## config.mk

```make
export PLATFORM = sky130hd
export DESIGN_NAME = tqvp_stevej_wdt_kicker
export DESIGN_NICKNAME = d
export VERILOG_FILES = /design/src/rtl/tqvp_stevej_wdt_kicker.sv
export SDC_FILE = /design/constraint.sdc
export NUM_CORES = 1
export LEC_CHECK = 0
export CAP_MARGIN = 10
export CORE_MARGIN = 5
export CORE_UTILIZATION = 35
export CTS_CLUSTER_DIAMETER = 200
export DETAILED_ROUTE_END_ITERATION = 7
export PLACE_DENSITY = 0.68
export SYNTH_ARGS = -nofsm -noshare
export SYNTH_HDL_FRONTEND = slang
export SYNTH_SLANG_ARGS = --single-unit
```

## constraint.sdc

```tcl
create_clock -name clk -period 4.1 [get_ports clk]
set_input_delay 0.82 -clock clk [delete_from_list [all_inputs] [get_ports clk]]
set_output_delay 0.82 -clock clk [all_outputs]
set_load 0.05 [all_outputs]
```

## src/rtl/tqvp_stevej_wdt_kicker.sv

```systemverilog
// tqvp_stevej_wdt_kicker
//
// Watchdog kicker peripheral for the TinyQV peripheral bus. This is the
// initiator end of a window-watchdog pat protocol. Once enabled, it counts
// PERIOD cycles and then emits a kick pulse that lasts PULSE cycles on the
// PMOD output. A period only ends in a kick if software has armed the kicker
// during that period. The watchdog expiry line is also monitored, and an
// interrupt is raised on a fault or on a missed arm.
//
// Optional feature macro: KICKER_LIVENESS_EN
//   defined   : kicks require an ARM write in each period; unarmed periods
//               set the missed flag instead of kicking.
//   undefined : armed is constant 1 and ARM writes are ignored; every period
//               ends in a kick and missed never sets.
//
// Ports:
//   clk            project clock
//   rst_n          asynchronous active-low reset
//   ui_in[7:0]     input PMOD (pre-synchronized); ui_in[1] = watchdog expired
//   uo_out[7:0]    {0, fault, missed, armed, enabled, kick_n, kick, 0}
//   address[5:0]   register select
//   data_in[31:0]  write data
//   data_write_n   2'b11 = idle, any other value = write
//   data_read_n    unused (reads are combinational)
//   data_out[31:0] read data for the selected address
//   data_ready     always 1
//   user_interrupt irq_en & (fault | missed)
//
// Register map:
//   0x0 CTRL   RW  bit0 enable, bit1 irq_en; any write restarts the FSM
//   0x1 PERIOD RW  32-bit period (0 acts as 1), locked while enabled
//   0x2 PULSE  RW  8-bit pulse width (0 acts as 1), locked while enabled
//   0x3 ARM    W   any write sets armed; reads {31'b0, armed}
//   0x4 STATUS R   {27'b0, fault, missed, armed, state}; W1C bit4/bit3
//   0x5 KICKS  R   saturating 16-bit kick count; any write clears it

module tqvp_stevej_wdt_kicker (
  input  logic        clk,
  input  logic        rst_n,
  input  logic [7:0]  ui_in,
  output logic [7:0]  uo_out,
  input  logic [5:0]  address,
  input  logic [31:0] data_in,
  input  logic [1:0]  data_write_n,
  input  logic [1:0]  data_read_n,
  output logic [31:0] data_out,
  output logic        data_ready,
  output logic        user_interrupt
);

  typedef enum logic [1:0] {
    S_IDLE  = 2'd0,
    S_COUNT = 2'd1,
    S_PULSE = 2'd2,
    S_FAULT = 2'd3
  } state_t;

  state_t      state;
  logic [31:0] cnt;
  logic        kick;

  logic        enable;
  logic        irq_en;
  logic [31:0] period;
  logic [7:0]  pulse_w;

  logic        armed;
  logic        missed;
  logic        fault;
  logic [15:0] kicks;

  // Bus write decode. Only one address is written in any cycle.
  logic wr_en;
  logic wr_ctrl;
  logic wr_period;
  logic wr_pulse;
  logic wr_status;
  logic wr_kicks;

  assign wr_en     = (data_write_n != 2'b11);
  assign wr_ctrl   = wr_en && (address == 6'h0);
  assign wr_period = wr_en && (address == 6'h1);
  assign wr_pulse  = wr_en && (address == 6'h2);
  assign wr_status = wr_en && (address == 6'h4);
  assign wr_kicks  = wr_en && (address == 6'h5);

  // Last count of a period and of a pulse. A programmed 0 behaves as 1, so
  // both terminal counts collapse to 0 in that case.
  logic [31:0] p_last;
  logic [7:0]  w_last;

  assign p_last = (period  == 32'd0) ? 32'd0 : period  - 32'd1;
  assign w_last = (pulse_w == 8'd0)  ? 8'd0  : pulse_w - 8'd1;

  // The expiry line only matters while the kicker is actively running. A
  // CTRL write in the same cycle takes precedence and swallows it.
  logic fault_in;
  logic fault_take;

  assign fault_in   = ui_in[1] && ((state == S_COUNT) || (state == S_PULSE));
  assign fault_take = fault_in && !wr_ctrl;

  // End-of-period decision. It only happens when nothing with higher
  // priority (CTRL write, fault input) claims the cycle. The decision uses
  // the armed value from before this cycle's ARM write, so an ARM that lands
  // on the decision cycle counts toward the next period.
  logic period_end;
  logic decision_pulse;
  logic decision_miss;

  assign period_end     = !wr_ctrl && !fault_in && (state == S_COUNT) && (cnt == p_last);
  assign decision_pulse = period_end && armed;
  assign decision_miss  = period_end && !armed;

`ifdef KICKER_LIVENESS_EN
  logic wr_arm;
  logic armed_q;

  assign wr_arm = wr_en && (address == 6'h3);
  assign armed  = armed_q;

  // An ARM write always leaves armed set, even if the same cycle consumes
  // the previous arm for a kick.
  always_ff @(posedge clk or negedge rst_n) begin
    if (!rst_n) begin
      armed_q <= 1'b0;
    end else if (wr_arm) begin
      armed_q <= 1'b1;
    end else if (decision_pulse) begin
      armed_q <= 1'b0;
    end
  end
`else
  assign armed = 1'b1;
`endif

  // Configuration registers. PERIOD and PULSE are frozen while the kicker is
  // enabled, so the running timing cannot be disturbed mid-period.
  always_ff @(posedge clk or negedge rst_n) begin
    if (!rst_n) begin
      enable  <= 1'b0;
      irq_en  <= 1'b0;
      period  <= 32'd1000;
      pulse_w <= 8'd4;
    end else begin
      if (wr_ctrl) begin
        enable <= data_in[0];
        irq_en <= data_in[1];
      end
      if (wr_period && !enable) begin
        period <= data_in;
      end
      if (wr_pulse && !enable) begin
        pulse_w <= data_in[7:0];
      end
    end
  end

  // Main FSM. cnt counts through the period in COUNT and is reused as the
  // width counter in PULSE. The kick output is registered alongside the
  // state, so an asynchronous reset drops it immediately.
  always_ff @(posedge clk or negedge rst_n) begin
    if (!rst_n) begin
      state <= S_IDLE;
      cnt   <= 32'd0;
      kick  <= 1'b0;
    end else if (wr_ctrl) begin
      state <= data_in[0] ? S_COUNT : S_IDLE;
      cnt   <= 32'd0;
      kick  <= 1'b0;
    end else if (fault_in) begin
      state <= S_FAULT;
      cnt   <= 32'd0;
      kick  <= 1'b0;
    end else begin
      case (state)
        S_IDLE: begin
          cnt  <= 32'd0;
          kick <= 1'b0;
        end
        S_COUNT: begin
          if (cnt == p_last) begin
            cnt <= 32'd0;
            if (armed) begin
              state <= S_PULSE;
              kick  <= 1'b1;
            end
          end else begin
            cnt <= cnt + 32'd1;
          end
        end
        S_PULSE: begin
          if (cnt == {24'd0, w_last}) begin
            state <= S_COUNT;
            cnt   <= 32'd0;
            kick  <= 1'b0;
          end else begin
            cnt <= cnt + 32'd1;
          end
        end
        S_FAULT: begin
          kick <= 1'b0;
          if (wr_status && data_in[4] && enable) begin
            state <= S_COUNT;
            cnt   <= 32'd0;
          end
        end
        default: begin
          state <= S_IDLE;
          cnt   <= 32'd0;
          kick  <= 1'b0;
        end
      endcase
    end
  end

  // Sticky status flags and the kick counter. A fault from the expiry line
  // wins over a same-cycle W1C of the fault bit. A W1C of missed wins over a
  // same-cycle miss, and a KICKS write wins over a same-cycle increment.
  always_ff @(posedge clk or negedge rst_n) begin
    if (!rst_n) begin
      fault  <= 1'b0;
      missed <= 1'b0;
      kicks  <= 16'd0;
    end else begin
      if (fault_take) begin
        fault <= 1'b1;
      end else if (wr_status && data_in[4]) begin
        fault <= 1'b0;
      end

      if (wr_status && data_in[3]) begin
        missed <= 1'b0;
      end else if (decision_miss) begin
        missed <= 1'b1;
      end

      if (wr_kicks) begin
        kicks <= 16'd0;
      end else if (decision_pulse && (kicks != 16'hFFFF)) begin
        kicks <= kicks + 16'd1;
      end
    end
  end

  // Zero-wait read mux.
  always_comb begin
    data_out = 32'd0;
    case (address)
      6'h0:    data_out = {30'd0, irq_en, enable};
      6'h1:    data_out = period;
      6'h2:    data_out = {24'd0, pulse_w};
      6'h3:    data_out = {31'd0, armed};
      6'h4:    data_out = {27'd0, fault, missed, armed, state};
      6'h5:    data_out = {16'd0, kicks};
      default: data_out = 32'd0;
    endcase
  end

  assign uo_out         = {1'b0, fault, missed, armed, enable, ~kick, kick, 1'b0};
  assign data_ready     = 1'b1;
  assign user_interrupt = irq_en && (fault || missed);

  // Unused inputs are collected here so they are visibly accounted for.
  logic unused_inputs;
  assign unused_inputs = &{1'b0, ui_in[7:2], ui_in[0], data_read_n};

endmodule

```

# Yosys cells after proc, flatten, opt, wreduce, memory -nomap -nowiden
# Index checks and enable logic that the tools add are counted.
# classes
n_addsub,4
n_eq_ne,15
mux,25
n_bitwise,1
n_reduce_logical,30
# op_table
op,count
$mux W32,6
$pmux W32 S6,1
$pmux W32 S4,1
$add A32 B1 Y32 const B,1
$eq A32 B32 Y1,1
$eq A32 B8 Y1,1
$logic_not A32 Y1,1
$mux W16,2
$sub A32 B1 Y32 const B,1
$add A16 B1 Y16 const B,1
$logic_and A1 B1 Y1,16
$ne A16 B16 Y1 const B,1
$eq A6 B2 Y1 const B,2
$eq A6 B3 Y1 const B,2
$mux W2,5
$logic_not A8 Y1,1
$mux W8,1
$ne A4 B3 Y1 const B,2
$sub A8 B1 Y8 const B,1
$mux W1,7
$eq A6 B1 Y1 const B,1
$logic_not A6 Y1,1
$pmux W2 S3,1
$reduce_bool A5 Y1,1
13 further kinds,17
# totals
regBits,94
inputBits,52
out_inout_bits,42
wordCells,84

# Depth between registers and ports, before layout
# Gate-level depths: netlist of the first run.
# depth
word_depth,10
depth_mapped,17
depth_no_buf,12

# Worst setup path after synthesis of the first run
# Ideal clock, no wire load.
# synth_timing
path_kind,register -> register
startpoint,register period[0]
endpoint,register kicks[3]
setup_time_ps,77
arrival_time_ps,4195
required_ps,4023
path_slack_ps,-172
path_stages_with_launch,15
path_buffers,2
synth_period_minus_slack_ps,4272
cell_sequence,dfrtp_1 -> clkbuf_1 -> inv_1 -> ha_1 -> nor3b_2 -> nand4_1 -> or4_1 -> buf_2 -> o21a_1 -> o32ai_2 -> nand4_1 -> or4_4 -> or4b_4 -> or4_1 -> a21oi_1
# synth_via
elab_chain_cells,6
elab_cells_between_ends,7
cone_classes,add/sub: 1; eq/ne: 1; mux: 1; reduce/logical: 4
# synth_lines
element,line_no,source
"start, declared",64,logic [31:0] period;
"start signal, assigned",151,period <= data_in;
$sub A32 B1 Y32 or $logic_not A32 Y1 (tied branches),92,assign p_last = (period == 32'd0) ? 32'd0 : period - 32'd1;
$mux W32 (*),92,
$eq A32 B32 Y1 (*),111,assign period_end = !wr_ctrl && !fault_in && (state == S_COUNT) && (cnt == p_last);
$logic_and A1 B1 Y1 (*),111,
$logic_and A1 B1 Y1 (*),240,end else if (decision_pulse && (kicks != 16'hFFFF)) begin
$reduce_bool A2 Y1 (no line) (*),-,
"end signal, assigned",241,kicks <= kicks + 16'd1;
"end, declared",70,logic [15:0] kicks;
# Every way passes the cells marked *; elsewhere a longest branch is shown, timed or not.
# A chain may end at the register's enable or synchronous reset.

# Worst setup path after layout of the first run
# layout_timing
startpoint,register period[24]
endpoint,register kicks[3]
# The elaborated chain is that of the path after synthesis.

==> results of run 1 <==
## power groups by stage
stage / combinational, mW / clock [mW] / sequential (mW)
floorplan: 0.993 / 0 / 1.15
global placement: 1.41 / 0 / 1.21
detailed placement: 1.43 / 0 / 1.22
CTS: 1.47 / 0.917 / 1.20
global route: 1.67 / 0.954 / 1.22
finish: 1.54 / 0.898 / 1.20
## kinds of logic after synthesis
group	count (synthesis)	share of synthesized area
muxes	61	0.0921
adders and majority gates	8	0.0140
AOI/OAI and AO/OA	164	0.168
xor gates and xnor gates	39	0.0534
DFF	94	0.329
other	2	0.00105
buffers and inverters	94	0.0548
and+or+nand+nor	370	0.287
## flip-flops by register name (all words and copies together) (netlist names)
name,count
kick,1
enable,1
period,32
irq_en,1
kicks,16
cnt,32
pulse_w,8
fault,1
state,2
## Yosys cell counts (18+ instances only)
master and instances:
inv_1 22, o21ai_0 27, nor4_1 37, nand2_1 82
xnor2_1 18, clkbuf_1 51, a21oi_1 24, nor2_1 41
and2_1 21, xor2_1 18, or3_1 18, mux2i_1 21
mux2_2 40, nand4_1 18, nand3_1 28, nor3_1 36
dfrtp_1 87
## cell type report
cell class                 instances  share of cell area
inverter                          22             0.00884
clock buffer                       9              0.0241
sequential                        94               0.253
tap                              270              0.0362
clock inverter                     7             0.00964
timing repair buffer             150               0.178
multi-input combinational        647               0.490
## layer usage
layer	wire (µm)	track usage
met2	9880	0.273
met1	9690	0.250
met4	302	0.0390
met3	1370	0.0328
met5	0	0
## worst min-delay path: stages, from the launching register on
cell and delay (ns):
dfrtp_1 0.38, nand2_1 0.06, nand2_1 0.06
## worst max-delay path by stage
stage / start / end / slack (ns) / cells past startpoint
after CTS: period[1] / kicks[3] / 0.01 / 15
after global placement: period[24] / kicks[3] / -0.05 / 10
after global routing: period[24] / kicks[3] / -0.11 / 11
after floorplan: period[0] / kicks[3] / 0.0008 / 14
after detailed placement: period[1] / kick / -0.09 / 14
final: period[24] / kicks[3] / -0.02 / 10
## what timing repair did
action	4_1_cts	5_1_grt
gates resized for setup	10	17
setup endpoints to repair	23	50
pin swaps	6	7
cloned	0	2
buffers inserted	0	9
## through the flow
stage | area [µm²] | util | hold WS, ns
after floorplan | 7200 | - | 0.456
after global placement | 8790 | 0.434 | 0.499
after detailed placement | 8790 | 0.434 | 0.504
after CTS | 9160 | 0.453 | 0.518
after global routing | 9340 | 0.462 | 0.571
final | 9340 | 0.462 | 0.521
==> reports/qor.csv, run 1 <==
stage;metric;value;unit
outcome;status;finished, violations left;
outcome;violated checks;negative setup slack;
place;port bufs;79;
timing;Slew HR;0.336;
floorplan;initial core utilization;0.354;
detailed_routing;via count;6867;
power_and_ir_drop;Comb pwr share;0.423;
power_and_ir_drop;Int Pwr;2.20;mW
timing;unrepaired setup endpoints after global routing;true;
synthesis;number of synthesized register bits;94;
final_layout;Nets;984;
detailed_routing;DR pass1 iterations;5;
timing;Slew Viols, Final;0;
detailed_routing;vias per cell;5.73;
global_route;initial antenna violation count;0;
final_layout;# fillers;1884;
power_and_ir_drop;sw frac;0.396;
floorplan;core area;20200;µm²
floorplan;Top Ports;94;
global_route;vias in the first global route;6325;
critical_path;delay of the slowest critical-path stage;0.58;ns
global_route;Tot GR Track Use;0.174;
global_route;global-route wire length before repair;34100;µm
cts;Skew-Pair Late Insertion Delay;0.36;ns
synthesis;Top FF cell, synth;dfrtp_1;
detailed_routing;wire length per cell;17.7;µm
floorplan;Die W;153;µm
critical_path;critical path's slowest cell;or4b_4;
place;placer congestion estimate;0.926;
critical_path;Top delay family on crit path;simple AND/OR/NAND/NOR gates;
worst_hold_path;worst min-delay path endpoint;irq_en;
synthesis;synth unique cells;77;
synthesis;sequential element share of the synthesized area;0.329;
critical_path;WP buf/inv;0;
cts;Max Root-Sink Buffers;2;
critical_path;Worst EP required;4.39;ns
critical_path;kind of critical path;reg -> reg;
power_and_ir_drop;clock group share of total power;0.246;
final_layout;commonest non-fill, non-tap cell in the layout;dfrtp_1;
place;dpl cells;1172;
cts;TritonCTS clock tree;done;
place;dpl hpwl;15500;µm
global_route;total grt overflow;0;
final_layout;area grow syn2layout;30.3;%
worst_hold_path;HP Start;irq_en;
synthesis;leading area contributor after synthesis;dfrtp_1;
place;setup slack at placement;-0.0894;ns
synthesis;mapped cell area;7170;µm²
synthesis;top cells by area, synth;dfrtp_1 30%, mux2_2 6.3%, nand2_1 4.3%, nor4_1 3.2%, mux2i_1 2.9%;
critical_path;Setup crit start kind;register;
final_layout;Antenna Cells;0;
cts;clock root buffer;clkbuf_16;
final_layout;Multi-input gate area;4580;µm²
final_layout;register area;2360;µm²
synthesis;top-area cell type share of the netlist area;0.304;
worst_hold_path;HP Class;reg -> reg;
cts;CTS Sinks;94;
synthesis;Mapped Cells;832;
timing;final setup vio count;1;
final_layout;most frequent cells in the layout;86 x dfrtp_1, 82 x nand2_1, 66 x buf_4;
timing;Slew @ Worst Pin;0.996;ns
power_and_ir_drop;leakage;4.03;nW
floorplan;Die Y-Extent;153;µm
critical_path;R2R Path Start;period[24];
power_and_ir_drop;Design Power;3.64;mW
detailed_routing;final WL;21200;µm
power_and_ir_drop;PD cells;390;nW/µm²
critical_path;CP cell instances;or4_4, or3_4, or4_4, o21a_1, o32ai_2, nand4_1, or4_4, or4b_4, or4_1, a21oi_1;
timing;Fmax achieved;243;MHz
timing;final count of hold timing violations;0;
power_and_ir_drop;sequential group share of total power;0.330;
synthesis;Syn Area/Cell;8.62;µm²
job;number of max-cap violations;0;
synthesis;Yosys warning total;0;
floorplan;die area;23400;µm²
cts;Hold-fix buffers, CTS;0;
global_route;largest net degree at the start of global routing;75;
cts;total CTS buffers;9;
cts;CTS clk-pin slew, worst paths;0.08;ns
timing;Final Critical Period;4.12;ns
floorplan;FP Rows;52;
final_layout;ratio of cells with drive above 1 in the final layout;0.223;
synthesis;Post-synth ARST share;1.00;
detailed_routing;Detail Route Antenna Nets;0;
final_layout;Final Non-Filler Cells;1199;
critical_path;Critical R2R Capture;kicks[3];
critical_path;CP most frequent cell;or4_4;
timing;setup TNS;-0.0172;ns
detailed_routing;drt drc;0;
critical_path;R2R depth;10;
power_and_ir_drop;Switch Pwr;1.44;mW
critical_path;worst endpoint data arrival time;4.41;ns
detailed_routing;DRT iter0 DRCs;609;
power_and_ir_drop;worst vdd ir;247;µV
cts;# H-tree levels;3;
timing;period utilization;1.00;
synthesis;Post-synth EDFFs;0;
critical_path;crit path capture type;register;
critical_path;CP max FO;5;
timing;setup ws final;-0.0172;ns
critical_path;FF-to-FF setup slack;-0.02;ns
timing;Max Clock Skew;0.0109;ns
worst_hold_path;Hold Path Stages;2;
No activity file was read; power rests on OpenSTA's default activity.
==> run 2, diff against run 1 <==
- CORE_ASPECT_RATIO: default -> 0.9
- GPL_TIMING_DRIVEN: default -> 0
==> run 2 against run 1 <==
- the run still ends with negative setup slack left
- clock-buffer cell count did not move
- combinational power grew 4%
- total power down 0.20%
- critical endpoint unchanged
==> reports/qor.csv, run 2 (synthesis results as in run 1) <==
stage;metric;value;unit;change
floorplan;Die Y-Extent;146;µm;was 153 µm
critical_path;Worst EP required;4.40;ns;was 4.39 ns
detailed_routing;Detail Route Antenna Nets;0;;unchanged
final_layout;area grow syn2layout;30.5;%;was 30.3%
critical_path;Top delay family on crit path;simple AND/OR/NAND/NOR gates;;unchanged
detailed_routing;DR pass1 iterations;6;;was 5
final_layout;# fillers;1903;;was 1884
timing;Final Critical Period;4.26;ns;was 4.12 ns
critical_path;R2R depth;13;;was 10
detailed_routing;vias per cell;5.85;;was 5.73
cts;clock root buffer;clkbuf_16;;unchanged
final_layout;Multi-input gate area;4840;µm²;was 4580 µm²
cts;Max Root-Sink Buffers;2;;unchanged
timing;Fmax achieved;235;MHz;was 243 MHz
outcome;violated checks;negative setup slack;;unchanged
final_layout;register area;2360;µm²;unchanged
global_route;global-route wire length before repair;35900;µm;was 34100 µm
power_and_ir_drop;PD cells;389;nW/µm²;was 390 nW/µm²
critical_path;Setup crit start kind;register;;unchanged
detailed_routing;DRT iter0 DRCs;513;;was 609
timing;period utilization;1.04;;was 1.00
worst_hold_path;HP Class;in -> async;;was reg -> reg
critical_path;WP buf/inv;3;;was 0
job;number of max-cap violations;0;;unchanged
floorplan;core area;20000;µm²;was 20200 µm²
timing;Slew @ Worst Pin;0.691;ns;was 0.996 ns
critical_path;worst endpoint data arrival time;4.56;ns;was 4.41 ns
power_and_ir_drop;worst vdd ir;237;µV;was 247 µV
detailed_routing;final WL;22600;µm;was 21200 µm
global_route;initial antenna violation count;0;;unchanged
timing;Slew HR;0.539;;was 0.336
cts;Skew-Pair Late Insertion Delay;0.37;ns;was 0.36 ns
global_route;total grt overflow;0;;unchanged
global_route;vias in the first global route;6705;;was 6325
critical_path;kind of critical path;reg -> reg;;unchanged
critical_path;crit path capture type;register;;unchanged
final_layout;commonest non-fill, non-tap cell in the layout;dfrtp_1;;unchanged
global_route;largest net degree at the start of global routing;52;;was 75
final_layout;Largest regs;cnt: 32 flops, period: 32 flops, kicks: 16 flops;;unchanged
floorplan;Top Ports;94;;unchanged
final_layout;most frequent cells in the layout;86 x dfrtp_1, 82 x nand2_1, 47 x clkdlybuf4s50_1;;was 86 x dfrtp_1, 82 x nand2_1, 66 x buf_4
final_layout;Nets;1017;;was 984
timing;Slew Viols, Final;0;;unchanged
cts;# H-tree levels;3;;unchanged
cts;CTS clk-pin slew, worst paths;0.08;ns;about the same
power_and_ir_drop;leakage;4.05;nW;was 4.03 nW
critical_path;CP max FO;6;;was 5
final_layout;final instance area;9360;µm²;was 9340 µm²
timing;final count of hold timing violations;0;;unchanged
timing;unrepaired setup endpoints after global routing;true;;unchanged
cts;CTS Sinks;94;;unchanged
critical_path;FF-to-FF setup slack;-0.16;ns;was -0.02 ns
critical_path;delay of the slowest critical-path stage;0.62;ns;was 0.58 ns
place;port bufs;78;;was 79
floorplan;die area;23500;µm²;was 23400 µm²
final_layout;ratio of cells with drive above 1 in the final layout;0.214;;was 0.223
detailed_routing;drt drc;0;;unchanged
cts;TritonCTS clock tree;done;;unchanged
place;DP Area;8320;µm²;was 8790 µm²
final_layout;Antenna Cells;0;;unchanged
cts;total CTS buffers;9;;unchanged
floorplan;FP Rows;49;;was 52
timing;Max Clock Skew;0.0125;ns;was 0.0109 ns
detailed_routing;via count;7115;;was 6867
detailed_routing;wire length per cell;18.6;µm;was 17.7 µm
floorplan;Die W;161;µm;was 153 µm
critical_path;critical path's slowest cell;or4_4;;was or4b_4
timing;final setup vio count;38;;was 1
global_route;Tot GR Track Use;0.187;;was 0.174
critical_path;Critical R2R Capture;kicks[3];;unchanged
place;setup slack at placement;-1.14;ns;was -0.0894 ns
critical_path;CP cell instances;or4_4, or3_4, buf_6, nor4_4, buf_6, buf_6, nor2_2, mux2i_1, nand4_1, or4_4, or4b_4, or4_4, a21oi_2;;was or4_4, or3_4, or4_4, o21a_1, o32ai_2, nand4_1, or4_4, or4b_4, or4_1, a21oi_1
place;dpl hpwl;16100;µm;was 15500 µm
timing;setup ws final;-0.156;ns;was -0.0172 ns
critical_path;R2R Path Start;period[23];;was period[24]
floorplan;initial core utilization;0.358;;was 0.354
place;placer congestion estimate;0.867;;was 0.926
outcome;status;finished, violations left;;unchanged
## run 2: changes by cell type in the layout (fill, tap and decap cells not counted), moves of 6 or more
| cell | change |
|---|---|
| clkbuf_1 | +40 |
| buf_4 | -34 |
| buf_12 | -31 |
| dlygate4sd2_1 | +24 |
| clkbuf_2 | +12 |
| buf_6 | +10 |
| nand3_1 | -6 |
| nand3_2 | +6 |
## run 2: report_power, final
group,switching [mW],leakage [nW],total (mW),internal [mW]
sequential,0.161,1.24,1.20,1.04
combinational,0.925,2.67,1.60,0.671
clock,0.413,0.145,0.839,0.426
## run 2: worst max path at each step
| stage | from | depth (start not counted) | slack (ns) | to |
|---|---|---|---|---|
| floorplan | period[0] | 14 | 0.0008 | kicks[3] |
| global placement | rst_n | 1 | -1.44 | cnt[28] |
| detailed placement | period[0] | 15 | -1.14 | cnt[13] |
| CTS | period[24] | 12 | -0.23 | kicks[3] |
| global route | period[23] | 13 | -0.24 | kicks[3] |
| finish | period[23] | 13 | -0.16 | kicks[3] |
## run 2: area by class of cell
cell class	count	area share
buffer	70	0.0410
tap	255	0.0341
sequential	94	0.252
clock inverter	7	0.00722
timing repair buffer	113	0.114
clock buffer	9	0.0241
multi-input combinational	647	0.518
inverter	22	0.00909
## run 2: routing by layer
layer  GRT usage  share of wire
met2       0.295           0.46
met4      0.0661          0.028
met5           0              0
met3      0.0317          0.063
met1       0.258           0.45
## run 2: through the flow
step / setup TNS (ns) / power [mW] / util / std cells / hold WS (ns)
floorplan: 0 / 2.14 / - / 835 / 0.456
global placement: -183.29 / 2.52 / 0.414 / 1168 / 0.525
detailed placement: -60.78 / 2.54 / 0.415 / 1169 / 0.519
CTS: -6.00 / 3.50 / 0.452 / 1207 / 0.464
global route: -6.87 / 3.84 / 0.467 / 1217 / 0.490
finish: -2.48 / 3.64 / 0.467 / 1217 / 0.440
## run 2: timing repair
| item | CTS | global route |
|---|---|---|
| hold buffers | 0 | 0 |
| endpoints found under the setup margin | 81 | 70 |
| gates cloned | 3 | 2 |
| resized for setup | 105 | 71 |
| pin swaps | 25 | 20 |
| buffers inserted | 19 | 10 |
==> run 3, diff against run 2 <==
- CAP_MARGIN: 10 -> 20
==> run 3 against run 2 <==
- the flow still finishes with violations (negative setup slack)
- flip-flop and latch count unchanged
- non-clock buffer count unchanged
- cell count is the same
- utilization unchanged
- critical path type unchanged
- largest cell class unchanged
- largest power group unchanged
==> reports/qor.csv, run 3 (synthesis results as in run 1) <==
stage;metric;value;unit;change
floorplan;initial core utilization;0.358;;unchanged
floorplan;Die W;161;µm;unchanged
critical_path;CP cell instances;or4_4, or3_4, buf_6, nor4_4, buf_6, buf_6, nor2_2, mux2i_1, nand4_1, or4_4, or4b_4, or4_4, a21oi_2;;unchanged
critical_path;Worst setup startpoint;period[23];;unchanged
power_and_ir_drop;PD cells;389;nW/µm²;unchanged
final_layout;Largest regs;cnt: 32 flops, period: 32 flops, kicks: 16 flops;;unchanged
critical_path;R2R Path Start;period[23];;unchanged
power_and_ir_drop;sw frac;0.412;;unchanged
critical_path;kind of critical path;reg -> reg;;unchanged
timing;Max Clock Skew;0.0125;ns;unchanged
critical_path;critical path's slowest cell;or4_4;;unchanged
cts;total CTS buffers;9;;unchanged
critical_path;Top delay family on crit path;simple AND/OR/NAND/NOR gates;;unchanged
outcome;violated checks;negative setup slack;;unchanged
outcome;status;finished, violations left;;unchanged
floorplan;core area;20000;µm²;unchanged
timing;setup TNS;-2.48;ns;unchanged
critical_path;crit path capture;kicks[3];;unchanged
timing;Fmax achieved;235;MHz;unchanged
global_route;largest net degree at the start of global routing;52;;unchanged
final_layout;Multi-input gate area;4840;µm²;unchanged
power_and_ir_drop;worst vdd ir;237;µV;unchanged
cts;CTS Sinks;94;;unchanged
global_route;Tot GR Track Use;0.187;;unchanged
detailed_routing;DR pass1 iterations;6;;unchanged
critical_path;delay of the slowest critical-path stage;0.62;ns;about the same
final_layout;Antenna Cells;0;;unchanged
detailed_routing;drt drc;0;;unchanged
floorplan;die area;23500;µm²;unchanged
power_and_ir_drop;sequential group share of total power;0.331;;about the same
power_and_ir_drop;Comb pwr share;0.439;;about the same
global_route;global-route wire length before repair;35900;µm;unchanged
final_layout;commonest non-fill, non-tap cell in the layout;dfrtp_1;;unchanged
global_route;vias in the first global route;6705;;unchanged
final_layout;register area;2360;µm²;unchanged
critical_path;WP buf/inv;3;;unchanged
place;port bufs;78;;unchanged
power_and_ir_drop;Int Pwr;2.14;mW;unchanged
critical_path;Stages on worst setup path;13;;unchanged
final_layout;final core utilization;0.467;;unchanged
final_layout;area grow syn2layout;30.5;%;unchanged
floorplan;FP Rows;49;;unchanged
cts;Skew-Pair Late Insertion Delay;0.37;ns;about the same
critical_path;CP max FO;6;;unchanged
floorplan;Die Y-Extent;146;µm;unchanged
cts;Hold-fix buffers, CTS;0;;unchanged
final_layout;Nets;1017;;unchanged
place;placer congestion estimate;0.867;;unchanged
detailed_routing;via count;7115;;unchanged
timing;final count of hold timing violations;0;;unchanged
timing;unrepaired setup endpoints after global routing;true;;unchanged
cts;CTS clk-pin slew, worst paths;0.08;ns;about the same
critical_path;FF-to-FF setup slack;-0.16;ns;about the same
timing;Slew HR;0.539;;unchanged
critical_path;Setup crit start kind;register;;unchanged
timing;Slew Viols, Final;0;;unchanged
detailed_routing;wire length per cell;18.6;µm;unchanged
critical_path;crit path capture type;register;;unchanged
critical_path;Worst EP required;4.40;ns;about the same
power_and_ir_drop;clock group share of total power;0.231;;about the same
power_and_ir_drop;Switch Pwr;1.50;mW;unchanged
detailed_routing;Detail Route Antenna Nets;0;;unchanged
final_layout;ratio of cells with drive above 1 in the final layout;0.214;;unchanged
cts;# H-tree levels;3;;unchanged
floorplan;Top Ports;94;;unchanged
cts;TritonCTS clock tree;done;;unchanged
power_and_ir_drop;leakage;4.05;nW;unchanged
cts;clock root buffer;clkbuf_16;;unchanged
global_route;initial antenna violation count;0;;unchanged
critical_path;worst endpoint data arrival time;4.56;ns;about the same
critical_path;Critical R2R Capture;kicks[3];;unchanged
timing;Final Critical Period;4.26;ns;unchanged
final_layout;most frequent cells in the layout;86 x dfrtp_1, 82 x nand2_1, 47 x clkdlybuf4s50_1;;unchanged
timing;final setup vio count;38;;unchanged
critical_path;R2R depth;13;;unchanged
detailed_routing;vias per cell;5.85;;unchanged
final_layout;# fillers;1903;;unchanged
worst_hold_path;HP Class;in -> async;;unchanged
cts;Max Root-Sink Buffers;2;;unchanged
timing;Slew @ Worst Pin;0.691;ns;unchanged
timing;setup ws final;-0.156;ns;unchanged
global_route;total grt overflow;0;;unchanged
detailed_routing;DRT iter0 DRCs;513;;unchanged
job;number of max-cap violations;0;;unchanged
place;dpl hpwl;16100;µm;unchanged
timing;period utilization;1.04;;unchanged
detailed_routing;final WL;22600;µm;unchanged
[run 3: power groups by stage]
| stage | logic [mW] | registers, mW | clock network [mW] |
|---|---|---|---|
| detailed placement | 1.33 | 1.21 | 0 |
| global placement | 1.31 | 1.20 | 0 |
| CTS | 1.46 | 1.19 | 0.854 |
| global route | 1.73 | 1.22 | 0.886 |
| finish | 1.60 | 1.20 | 0.839 |
| floorplan | 0.993 | 1.15 | 0 |
[run 3: how the worst min path moves through the flow]
stage / startpoint / to / cells past startpoint
after floorplan: irq_en / irq_en / 2
final: rst_n / kicks[8] / 1
after detailed placement: irq_en / irq_en / 2
after global routing: rst_n / kicks[8] / 1
after global placement: irq_en / irq_en / 2
after CTS: rst_n / kicks[8] / 1
[run 3: final cells by class]
type / count / share of cell area
Multi-Input combinational cell: 647 / 0.518
Sequential cell: 94 / 0.252
Timing Repair Buffer: 113 / 0.114
Buffer: 70 / 0.0410
Tap cell: 255 / 0.0341
Clock buffer: 9 / 0.0241
Inverter: 22 / 0.00909
Clock inverter: 7 / 0.00722
[run 3: worst register-to-register path: stages, from the launching register on]
cell,delay (ns)
dfrtp_1,0.39
or4_4,0.56
or3_4,0.37
buf_6,0.14
nor4_4,0.34
buf_6,0.18
buf_6,0.11
nor2_2,0.03
mux2i_1,0.18
nand4_1,0.12
or4_4,0.62
or4b_4,0.59
or4_4,0.43
a21oi_2,0.12
[run 3: per-layer routing]
| layer | GRT usage | up-vias | routed length, µm | share of wire |
|---|---|---|---|---|
| met2 | 0.295 | 273 | 10500 | 0.46 |
| met5 | 0 | - | 0 | 0 |
| met3 | 0.0317 | 33 | 1420 | 0.063 |
| li1 | - | 3318 | - | - |
| met1 | 0.258 | 3491 | 10100 | 0.45 |
| met4 | 0.0661 | 0 | 625 | 0.028 |
[run 3: metrics by stage]
step | total power, mW | area, µm² | setup WS, ns | std cells | hold slack [ns]
floorplan | 2.14 | 7200 | 0.000782 | 835 | 0.456
CTS | 3.50 | 9060 | -0.232 | 1207 | 0.464
detailed placement | 2.54 | 8320 | -1.14 | 1169 | 0.519
global route | 3.84 | 9360 | -0.241 | 1217 | 0.490
finish | 3.64 | 9360 | -0.156 | 1217 | 0.440
global placement | 2.52 | 8300 | -1.44 | 1168 | 0.525
[run 3: what timing repair did]
action                     CTS  global route
cloned                       3             2
gates resized for setup    105            71
pin swaps                   25            20
setup buffers               19            10
setup endpoints to repair   81            70
